==> config.mk <==
export PLATFORM = sky130hd
export DESIGN_NAME = uart_cfg
export DESIGN_NICKNAME = d
export VERILOG_FILES = /design/src/rtl/uart_cfg.sv
export SDC_FILE = /design/constraint.sdc
export NUM_CORES = 1
export LEC_CHECK = 0
export BUFFER_PORTS_ARGS = -buffer_cell sky130_fd_sc_hd__buf_2
export CAP_MARGIN = 10
export CELL_PAD_IN_SITES_DETAIL_PLACEMENT = 1
export CELL_PAD_IN_SITES_GLOBAL_PLACEMENT = 1
export CORE_MARGIN = 2
export CORE_UTILIZATION = 47
export CTS_CLUSTER_SIZE = 40
export DETAILED_ROUTE_END_ITERATION = 12
export PLACE_DENSITY = 0.8
export SETUP_SLACK_MARGIN = 0.15
export SYNTH_ARGS = -nofsm -noshare
export SYNTH_HDL_FRONTEND = slang
export SYNTH_SLANG_ARGS = --single-unit
==> constraint.sdc <==
create_clock -name clk -period 7.9 [get_ports clk]
set_input_delay 0.395 -clock clk [delete_from_list [all_inputs] [get_ports clk]]
set_output_delay 0.395 -clock clk [all_outputs]
set_load 0.05 [all_outputs]
==> src/rtl/uart_cfg.sv <==
// uart_cfg: run-time configurable UART with FIFO-buffered RX/TX,
// 5-8 data bits, optional parity, 1/2 stop bits and error tagging.
module uart_cfg #(
    parameter int DVSR_W = 16,
    parameter int FIFO_W = 4,
    parameter int SB_OS  = 16
) (
    input  logic              clk,
    input  logic              rst,
    input  logic [DVSR_W-1:0] dvsr,
    input  logic [1:0]        dbits,
    input  logic              parity_en,
    input  logic              parity_odd,
    input  logic              stop2,
    input  logic              wr_uart,
    input  logic [7:0]        w_data,
    input  logic              rd_uart,
    input  logic              rx,
    input  logic              clr_ovr,
    output logic              tx,
    output logic              tx_full,
    output logic              tx_busy,
    output logic [FIFO_W:0]   tx_level,
    output logic [7:0]        r_data,
    output logic              r_perr,
    output logic              r_ferr,
    output logic              rx_empty,
    output logic [FIFO_W:0]   rx_level,
    output logic              ovr
);
    localparam logic [4:0] S_MID   = 5'(SB_OS / 2 - 1);
    localparam logic [4:0] S_LAST  = 5'(SB_OS - 1);
    localparam logic [4:0] S_LAST2 = 5'(2 * SB_OS - 1);

    typedef enum logic [2:0] {
        T_IDLE, T_START, T_DATA, T_PAR, T_STOP
    } tx_state_t;

    typedef enum logic [2:0] {
        R_IDLE, R_START, R_DATA, R_PAR, R_STOP, R_BRK
    } rx_state_t;

    logic [DVSR_W-1:0] tcnt;
    logic              tick;

    // >= rather than == so a reduced divisor never strands the counter
    assign tick = (tcnt >= dvsr);

    always_ff @(posedge clk or negedge rst) begin
        if (!rst) tcnt <= '0;
        else      tcnt <= tick ? '0 : tcnt + DVSR_W'(1);
    end

    tx_state_t  ts, ts_n;
    logic [4:0] ts_s, ts_s_n;
    logic [2:0] tn, tn_n, t_last, t_last_n;
    logic [7:0] tb, tb_n;
    logic       tp, tp_n, t_pen, t_pen_n, t_st2, t_st2_n;
    logic       tx_pop, tx_empty;
    logic [7:0] tx_head;

    always_ff @(posedge clk or negedge rst) begin
        if (!rst) begin
            ts     <= T_IDLE;
            ts_s   <= '0;
            tn     <= '0;
            tb     <= '0;
            tp     <= 1'b0;
            t_last <= '0;
            t_pen  <= 1'b0;
            t_st2  <= 1'b0;
        end else begin
            ts     <= ts_n;
            ts_s   <= ts_s_n;
            tn     <= tn_n;
            tb     <= tb_n;
            tp     <= tp_n;
            t_last <= t_last_n;
            t_pen  <= t_pen_n;
            t_st2  <= t_st2_n;
        end
    end

    always_comb begin
        ts_n     = ts;
        ts_s_n   = ts_s;
        tn_n     = tn;
        tb_n     = tb;
        tp_n     = tp;
        t_last_n = t_last;
        t_pen_n  = t_pen;
        t_st2_n  = t_st2;
        tx_pop   = 1'b0;
        tx       = 1'b1;
        unique case (ts)
            T_IDLE: ;
            T_START: begin
                tx = 1'b0;
                if (tick) begin
                    if (ts_s == S_LAST) begin
                        ts_s_n = '0;
                        tn_n   = '0;
                        ts_n   = T_DATA;
                    end else begin
                        ts_s_n = ts_s + 5'd1;
                    end
                end
            end
            T_DATA: begin
                tx = tb[tn];
                if (tick) begin
                    if (ts_s == S_LAST) begin
                        ts_s_n = '0;
                        tp_n   = tp ^ tb[tn];
                        if (tn == t_last) ts_n = t_pen ? T_PAR : T_STOP;
                        else              tn_n = tn + 3'd1;
                    end else begin
                        ts_s_n = ts_s + 5'd1;
                    end
                end
            end
            T_PAR: begin
                tx = tp;
                if (tick) begin
                    if (ts_s == S_LAST) begin
                        ts_s_n = '0;
                        ts_n   = T_STOP;
                    end else begin
                        ts_s_n = ts_s + 5'd1;
                    end
                end
            end
            T_STOP: begin
                if (tick) begin
                    if (ts_s == (t_st2 ? S_LAST2 : S_LAST)) ts_n = T_IDLE;
                    else ts_s_n = ts_s + 5'd1;
                end
            end
            default: ts_n = T_IDLE;
        endcase
        // Loading from the end of STOP keeps back-to-back frames gapless
        if (ts_n == T_IDLE && !tx_empty) begin
            tx_pop   = 1'b1;
            tb_n     = tx_head;
            tp_n     = parity_odd;
            t_last_n = {1'b0, dbits} + 3'd4;
            t_pen_n  = parity_en;
            t_st2_n  = stop2;
            ts_s_n   = '0;
            ts_n     = T_START;
        end
    end

    assign tx_busy = (ts != T_IDLE);

    rx_state_t  rs, rs_n;
    logic [4:0] rs_s, rs_s_n;
    logic [2:0] rn, rn_n, r_last, r_last_n;
    logic [7:0] rb, rb_n;
    logic       rpar, rpar_n, rperr, rperr_n, r_pen, r_pen_n;
    logic       rx_push, rx_full, ovr_set;
    logic [9:0] rx_word, rx_head;

    always_ff @(posedge clk or negedge rst) begin
        if (!rst) begin
            rs     <= R_IDLE;
            rs_s   <= '0;
            rn     <= '0;
            rb     <= '0;
            rpar   <= 1'b0;
            rperr  <= 1'b0;
            r_last <= '0;
            r_pen  <= 1'b0;
        end else begin
            rs     <= rs_n;
            rs_s   <= rs_s_n;
            rn     <= rn_n;
            rb     <= rb_n;
            rpar   <= rpar_n;
            rperr  <= rperr_n;
            r_last <= r_last_n;
            r_pen  <= r_pen_n;
        end
    end

    always_comb begin
        rs_n     = rs;
        rs_s_n   = rs_s;
        rn_n     = rn;
        rb_n     = rb;
        rpar_n   = rpar;
        rperr_n  = rperr;
        r_last_n = r_last;
        r_pen_n  = r_pen;
        rx_push  = 1'b0;
        rx_word  = {~rx, rperr, rb};
        unique case (rs)
            R_IDLE: begin
                if (!rx) begin
                    rs_n     = R_START;
                    rs_s_n   = '0;
                    rb_n     = '0;
                    rpar_n   = parity_odd;
                    rperr_n  = 1'b0;
                    r_last_n = {1'b0, dbits} + 3'd4;
                    r_pen_n  = parity_en;
                end
            end
            R_START: begin
                if (tick) begin
                    if (rs_s == S_MID) begin
                        rs_s_n = '0;
                        rn_n   = '0;
                        rs_n   = rx ? R_IDLE : R_DATA;
                    end else begin
                        rs_s_n = rs_s + 5'd1;
                    end
                end
            end
            R_DATA: begin
                if (tick) begin
                    if (rs_s == S_LAST) begin
                        rs_s_n   = '0;
                        rb_n[rn] = rx;
                        rpar_n   = rpar ^ rx;
                        if (rn == r_last) rs_n = r_pen ? R_PAR : R_STOP;
                        else              rn_n = rn + 3'd1;
                    end else begin
                        rs_s_n = rs_s + 5'd1;
                    end
                end
            end
            R_PAR: begin
                if (tick) begin
                    if (rs_s == S_LAST) begin
                        rs_s_n  = '0;
                        rperr_n = rx ^ rpar;
                        rs_n    = R_STOP;
                    end else begin
                        rs_s_n = rs_s + 5'd1;
                    end
                end
            end
            R_STOP: begin
                if (tick) begin
                    if (rs_s == S_LAST) begin
                        rx_push = 1'b1;
                        rs_n    = rx ? R_IDLE : R_BRK;
                    end else begin
                        rs_s_n = rs_s + 5'd1;
                    end
                end
            end
            R_BRK: if (rx) rs_n = R_IDLE;
            default: rs_n = R_IDLE;
        endcase
    end

    assign ovr_set = rx_push & rx_full & ~rd_uart;

    always_ff @(posedge clk or negedge rst) begin
        if (!rst)         ovr <= 1'b0;
        else if (ovr_set) ovr <= 1'b1;
        else if (clr_ovr) ovr <= 1'b0;
    end

    uart_cfg_fifo #(.W(8), .AW(FIFO_W)) u_tx_fifo (
        .clk   (clk),
        .rst   (rst),
        .wr    (wr_uart),
        .rd    (tx_pop),
        .wdata (w_data),
        .rdata (tx_head),
        .empty (tx_empty),
        .full  (tx_full),
        .level (tx_level)
    );

    uart_cfg_fifo #(.W(10), .AW(FIFO_W)) u_rx_fifo (
        .clk   (clk),
        .rst   (rst),
        .wr    (rx_push),
        .rd    (rd_uart),
        .wdata (rx_word),
        .rdata (rx_head),
        .empty (rx_empty),
        .full  (rx_full),
        .level (rx_level)
    );

    assign {r_ferr, r_perr, r_data} = rx_head;
endmodule

module uart_cfg_fifo #(
    parameter int W  = 8,
    parameter int AW = 4
) (
    input  logic         clk,
    input  logic         rst,
    input  logic         wr,
    input  logic         rd,
    input  logic [W-1:0] wdata,
    output logic [W-1:0] rdata,
    output logic         empty,
    output logic         full,
    output logic [AW:0]  level
);
    logic [W-1:0]  mem [2**AW];
    logic [AW-1:0] wp, rp;
    logic          wr_ok, rd_ok;

    assign empty = (level == '0);
    assign full  = level[AW];
    assign rd_ok = rd & ~empty;
    // A read frees the slot, so a write to a full FIFO still lands
    assign wr_ok = wr & (~full | rd);
    assign rdata = mem[rp];

    always_ff @(posedge clk) begin
        if (wr_ok) mem[wp] <= wdata;
    end

    always_ff @(posedge clk or negedge rst) begin
        if (!rst) begin
            wp    <= '0;
            rp    <= '0;
            level <= '0;
        end else begin
            if (wr_ok) wp <= wp + AW'(1);
            if (rd_ok) rp <= rp + AW'(1);
            case ({wr_ok, rd_ok})
                2'b10:   level <= level + (AW+1)'(1);
                2'b01:   level <= level - (AW+1)'(1);
                default: ;
            endcase
        end
    end
endmodule
[Yosys cells after proc, flatten, opt, wreduce, memory -nomap -nowiden]
Memory sizes are Yosys's and may differ from the RTL's. A register that Yosys moved wholly into a read port is not among the register bits.
Cells that the tools add are included.
Word-level totals
  output and inout port bits: 25
  bits in writable memories: 288
  memories kept: 2
  register bits: 85
Operators by class
  reductions and logical operators: 33
  equality and inequality tests: 41
  $add $sub $neg: 14
  multiplexer cells: 87
  order comparisons: 4
  bitwise gates (word level): 16
Memories
  u_rx_fifo.mem: words 16, width 10, rd ports 1, clocked after Yosys merged registers in 0, write ports 1, line 308  | logic [W-1:0] mem [2**AW];
  u_tx_fifo.mem: words 16, width 8, rd ports 1, clocked after Yosys merged registers in 1, write ports 1, line 308
Operators with widths (number)
  $mux W3: 34
  $mux W5: 13
  $ne A2 B2 Y1 const B: 18
  $pmux W5 S2: 3
  $mux W8: 3
  $add A5 B1 Y5 const B: 4
  $mux W1: 20
  $pmux W5 S4: 1
  $reduce_bool A2 Y1: 10
  $pmux W3 S6: 1
  $reduce_and A6 Y1: 3
  $add A16 B1 Y16 const B: 1
  $add A4 B1 Y4 const B: 4
  $ge A16 B16 Y1: 1
  $mux W16: 1
  $pmux W8 S2: 1
  $pmux W3 S5: 1
  $eq A3 B2 Y1 const B: 4
  $pmux W3 S2: 2
  $reduce_and A4 Y1: 3
  $reduce_and A11 Y1: 1
  $eq A5 B4 Y1 const B: 2
  $logic_not A5 Y1: 2
  $sub A5 B1 Y5 const B: 2
  33 further kinds: 60

[Longest topological paths before layout]
  depth after elaboration: 12
  gate-level depth with buffers: 18
  mapped depth without buffers: 17

[Cells and area by module]
A second synthesis with hierarchy kept.
Second synthesis, totals
  cells, all modules: 1150
  area, all modules: 16827.4 µm²
By module, submodules not included
  uart_cfg_fifo (u_rx_fifo): area each 6982.9 µm², cells each 392, instances 1
  uart_cfg_fifo (u_tx_fifo): area each 5770.5 µm², cells each 334, instances 1
  uart_cfg: area each 4073.9 µm², cells each 424, instances 1

[Worst setup path after synthesis]
Ideal clock, no wire load.
  kind: register -> register
  start point: register u_rx_fifo.level[0]
  end point: register u_rx_fifo.level[4]
  clock period less this slack: 3.461 ns
  arrival: 3.336 ns
  stages on the path, launching flop included: 14
  path slack: 4.439 ns
  data required time: 7.775 ns
  library setup time: 0.125 ns
  path through: dfrtp_1 > or4_1 > nor2_1 > nor2b_1 > clkbuf_1 > ha_1 > inv_1 > fa_1 > inv_1 > a21o_1 > a21oi_1 > xnor2_1 > nor2_1 > xor2_1
Between the ends
  longest elaborated chain between the ends: 5
RTL lines
  start: declaration: line 306  | output logic [AW:0] level
  start signal: assignment: line 332  | 2'b10: level <= level + (AW+1)'(1);
  start signal: assignment: line 333  | 2'b01: level <= level - (AW+1)'(1);
  $logic_not A5 Y1 (*): line 312  | assign empty = (level == '0);
  net rx_empty: line 27  | output logic rx_empty,
  $not A1 Y1 (*): line 314  | assign rd_ok = rd & ~empty;
  $and A1 B1 Y1 (*): line 314
  net u_rx_fifo.rd_ok: line 310  | logic wr_ok, rd_ok;
  $eq A2 B1 Y1 or $eq A2 B2 Y1 (tied branches): line 331  | case ({wr_ok, rd_ok})
  $pmux W5 S2 or $reduce_bool A2 Y1 (tied branches)
Mark *: on every way through the listed nets, which the timed path passes. The rest lies on a longest branch.
A chain may end at the register's enable or synchronous reset.

[Final worst setup path]
  start point: register tcnt[2]
  end point: register u_tx_fifo.level[4]
Between the ends
  longest elaborated chain between the ends: 10
RTL lines
  start: declaration: line 43  | logic [DVSR_W-1:0] tcnt;
  start signal: assignment: line 51  | else tcnt <= tick ? '0 : tcnt + DVSR_W'(1);
  $ge A16 B16 Y1 (*): line 47  | assign tick = (tcnt >= dvsr);
  $mux W3, on equally long branches
  $pmux W3 S5 (*): line 95  | unique case (ts)
  $logic_not A3 Y1 (*): line 142  | if (ts_n == T_IDLE && !tx_empty) begin
  $logic_and A1 B1 Y1 (*): line 142
  $mux W1 (*): line 142
  $or A1 B1 Y1: line 316  | assign wr_ok = wr & (~full | rd);
  $and A1 B1 Y1: line 316
  $eq A2 B1 Y1 or $eq A2 B2 Y1 (tied branches): line 331
  $pmux W5 S2 or $reduce_bool A2 Y1 (tied branches)
  end signal: assignment: line 332
  end signal: assignment: line 333
  end: declaration: line 306
Every way passes the cells marked *; elsewhere a longest branch is shown, timed or not.

==> impl_metrics.yaml <==
layout:
  antenna_cells: 0
  area.growth.synth_to_final_pct: 12.4
  fillers: 3325
  utilization_pct: 53.5
  drive_gt1_share_pct: 20.7
  final_nets: 1207
yosys:
  synthCells: 1075
  synth_top_area_share_pct: 51.2
  synthDistinctLibCells: 76
  syn_nets: 1153
  seq_area_frac_synth_pct: 65.0
  synth_flop_cell: "edfxtp_1"
  yosysTopAreaCell: "edfxtp_1"
  synthArstFlopShare_pct: 24.4
  yosysWarningCount: 0
  synth-edff-count: 288
  synth_area_per_cell_um2: 15.7
  mappedNetlistArea_um2: 16900
  ys_ff_latch: 381
  yosys-top-cells-area: "edfxtp_1 51%, dfrtp_1 14%, mux4_2 9.9%"
sta:
  max_freq_ghz: 0.253
  relSlewSlack_pct: 18.7
  timing.final.crit_share_pct: 50.0
  tightest_slew_ns: 1.22
  rsz0062_at_grt: "false"
  setup_tns_ns: 0
  skew_ns: 0.0183
  finalSetupViolCount: 0
  hold_viol_final: 0
  min_period_ns: 3.95
  finalMaxSlewViolations: 0
clock_network:
  cts_sinks: 381
  post_cts_resized: 0
  post_cts_buffers: 0
  cts-buffers-inserted: 41
  clockBufferDepth: 3
  ctsRootBufferMaster: "clkbuf_16"
  cts.clk_slew.worst_paths_ns: 0.06
  clk_latency_ns: 0.53
  holdBufCountCts: 1
  htree_levels: 2
  cts_tree: "built"
run_status:
  outcome: "finished, final reports clean"
placement:
  gp_congestion: 0.808
  port_buffers: 59
  place.detailed.hpwl_mm: 24.1
route:
  via_per_inst: 5.83
  drt-wirelength-per-cell_um: 22.5
  wirelength_mm: 36.4
  ant_nets: 0
  num_vias: 9465
  drt_pre_antenna_iters: 5
  drc: 0
  first_iter_violations: 665
power_and_ir_drop:
  power_switching_w: 0.00198
  internal_power_w: 0.00424
  combPwrFrac_pct: 26.1
  p_clk_share_pct: 31.7
  vdd_drop_max_v: 0.000294
  p_leak_nw: 6.99
  switching_share_pct: 31.9
  powerDensity_nw_per_um2: 327
  pwr-share-seq_pct: 42.2
global_routing:
  grt_pass1_wl_mm: 58.8
  grt_use_total_pct: 19.7
  grt_overflow: 0
  grt_pass1_vias: 10240
  antenna_found_initial: 0
  grt_max_degree: 75
flow_run:
  drv_cap: 0
floorplanning:
  core.rowCount: 69
  die_x_um: 194
  ios: 60
  core_um2: 35500
  die_area_um2: 37500
  die_height_um: 194
  initial_core_util_pct: 47.6
hold_path:
  hold_class: "in -> reg"
  min_from: "clr_ovr"
setup_path:
  critPathKind: "reg -> reg"
  critPathMaxFanout: 39
  worstReg2RegStart: "tcnt[2]"
  cp_data_arrival_time_ns: 4.35
  crit_path_start: "tcnt[2]"
  endpoint_kind: "register"
  startpoint_type: "register"
  crit_required_ns: 8.30
==> Yosys cell counts, types with 4 or more instances <==
library cell / count
a222oi_1: 4
o21ai_0: 28
o31ai_1: 6
nor3_1: 16
and4_1: 4
nand4_1: 14
mux4_2: 74
mux4_1: 10
and3_1: 8
a311oi_1: 4
a2111oi_0: 4
nand2_1: 49
buf_4: 6
xnor2_1: 20
a31oi_1: 7
and2_1: 13
nand3_1: 30
nor2_1: 52
ha_1: 41
a21oi_1: 37
and2b_1: 4
buf_1: 4
nand2b_1: 9
mux2i_1: 12
edfxtp_1: 288
mux2_4: 4
nor2b_1: 6
a211oi_1: 10
o311ai_0: 5
dfrtp_1: 93
or4_1: 8
inv_1: 53
a21o_1: 9
buf_2: 17
xor2_1: 21
o211ai_1: 10
clkbuf_1: 29
mux2_2: 10
==> per-layer routing <==
metal | vias up | share of wire, % | track usage (%)
met5 | - | 0 | 0
met4 | 0 | 1.6 | 4.75
met3 | 47 | 3.7 | 2.65
met2 | 187 | 52 | 35.2
met1 | 4927 | 42 | 25.7
li1 | 4304 | - | -
==> logic make-up after synthesis <==
logic type	count (synthesis)	share of synthesized area, %
xor+xnor	41	2.13
mux	110	13.2
fa+ha+maj	43	3.27
buf+inv	115	3.06
flops	381	65.0
simple gates	226	6.93
compound gates	159	6.48
==> worst paths after layout <==
kind                                 endpoint  slack (ns)  cells past startpoint
min                                       ovr        0.05                      2
max                        u_tx_fifo.level[4]        3.95                     17
min reg2reg                         r_last[2]        0.49                      1
max reg2reg                u_tx_fifo.level[4]        3.95                     17
min in group asynchronous            tcnt[12]        0.29                      2
max in group asynchronous     u_rx_fifo.rp[0]        6.31                      3
==> power by group through the flow <==
stage               sequential, W  clock [W]  combinational (W)
finish                    0.00262    0.00197            0.00163
global placement          0.00265          0            0.00159
detailed placement        0.00266          0            0.00164
CTS                       0.00262    0.00201            0.00165
floorplan                 0.00256          0            0.00133
global route              0.00266    0.00207            0.00177
==> per-stage QoR <==
step | cells | area, µm² | worst slack [ns] | total power (W) | hold slack, ns
floorplan | 1075 | 16900 | 4.44 | 0.00389 | 0.0994
global placement | 1546 | 17600 | 4.07 | 0.00423 | 0.287
detailed placement | 1546 | 17600 | 3.89 | 0.00431 | 0.290
CTS | 1623 | 19000 | 3.94 | 0.00628 | 0.0412
global route | 1623 | 19000 | 3.62 | 0.00650 | 0.0527
finish | 1623 | 19000 | 3.95 | 0.00622 | 0.0536
==> registers in the layout (all words and copies together), names as in the netlist, 5 cells and up <==
register / flops
u_rx_fifo.mem: 160
u_tx_fifo.mem: 128
tcnt: 16
rb: 8
tb: 8
rs_s: 5
ts_s: 5
u_rx_fifo.level: 5
u_tx_fifo.level: 5
==> critical path, cell delays in order (launching register included) <==
cell and delay [ns]:
dfrtp_1 0.44, ha_1 0.32, a211oi_1 0.20, o21ai_1 0.11, a41oi_1 0.31, o211a_1 0.20
buf_4 0.38, a21oi_1 0.24, o21ai_0 0.23, ha_1 0.26, inv_1 0.10, fa_1 0.41
inv_1 0.08, a21o_1 0.10, a21oi_1 0.08, xnor2_1 0.16, nor2_1 0.07, xnor2_1 0.13
==> final cells by class <==
cell class,instances,area (µm²),area share [%]
timing repair buffer,71,390,2.06
multi-input combinational,579,5430,28.6
inverter,55,209,1.10
tap,461,577,3.04
clock buffer,53,1150,6.08
clock inverter,23,246,1.30
sequential,381,11000,57.8
==> layout by cell type (no fill, tap or decap), types with 30 or more instances in the layout <==
master and n:
ha_1 41, nand2_1 49, edfxtp_1 288, dfrtp_1 90
clkbuf_16 43, a21oi_1 37, inv_1 53, nand3_1 30
mux4_2 74, buf_2 58, nor2_1 52
No activity file was read; power rests on OpenSTA's default activity.
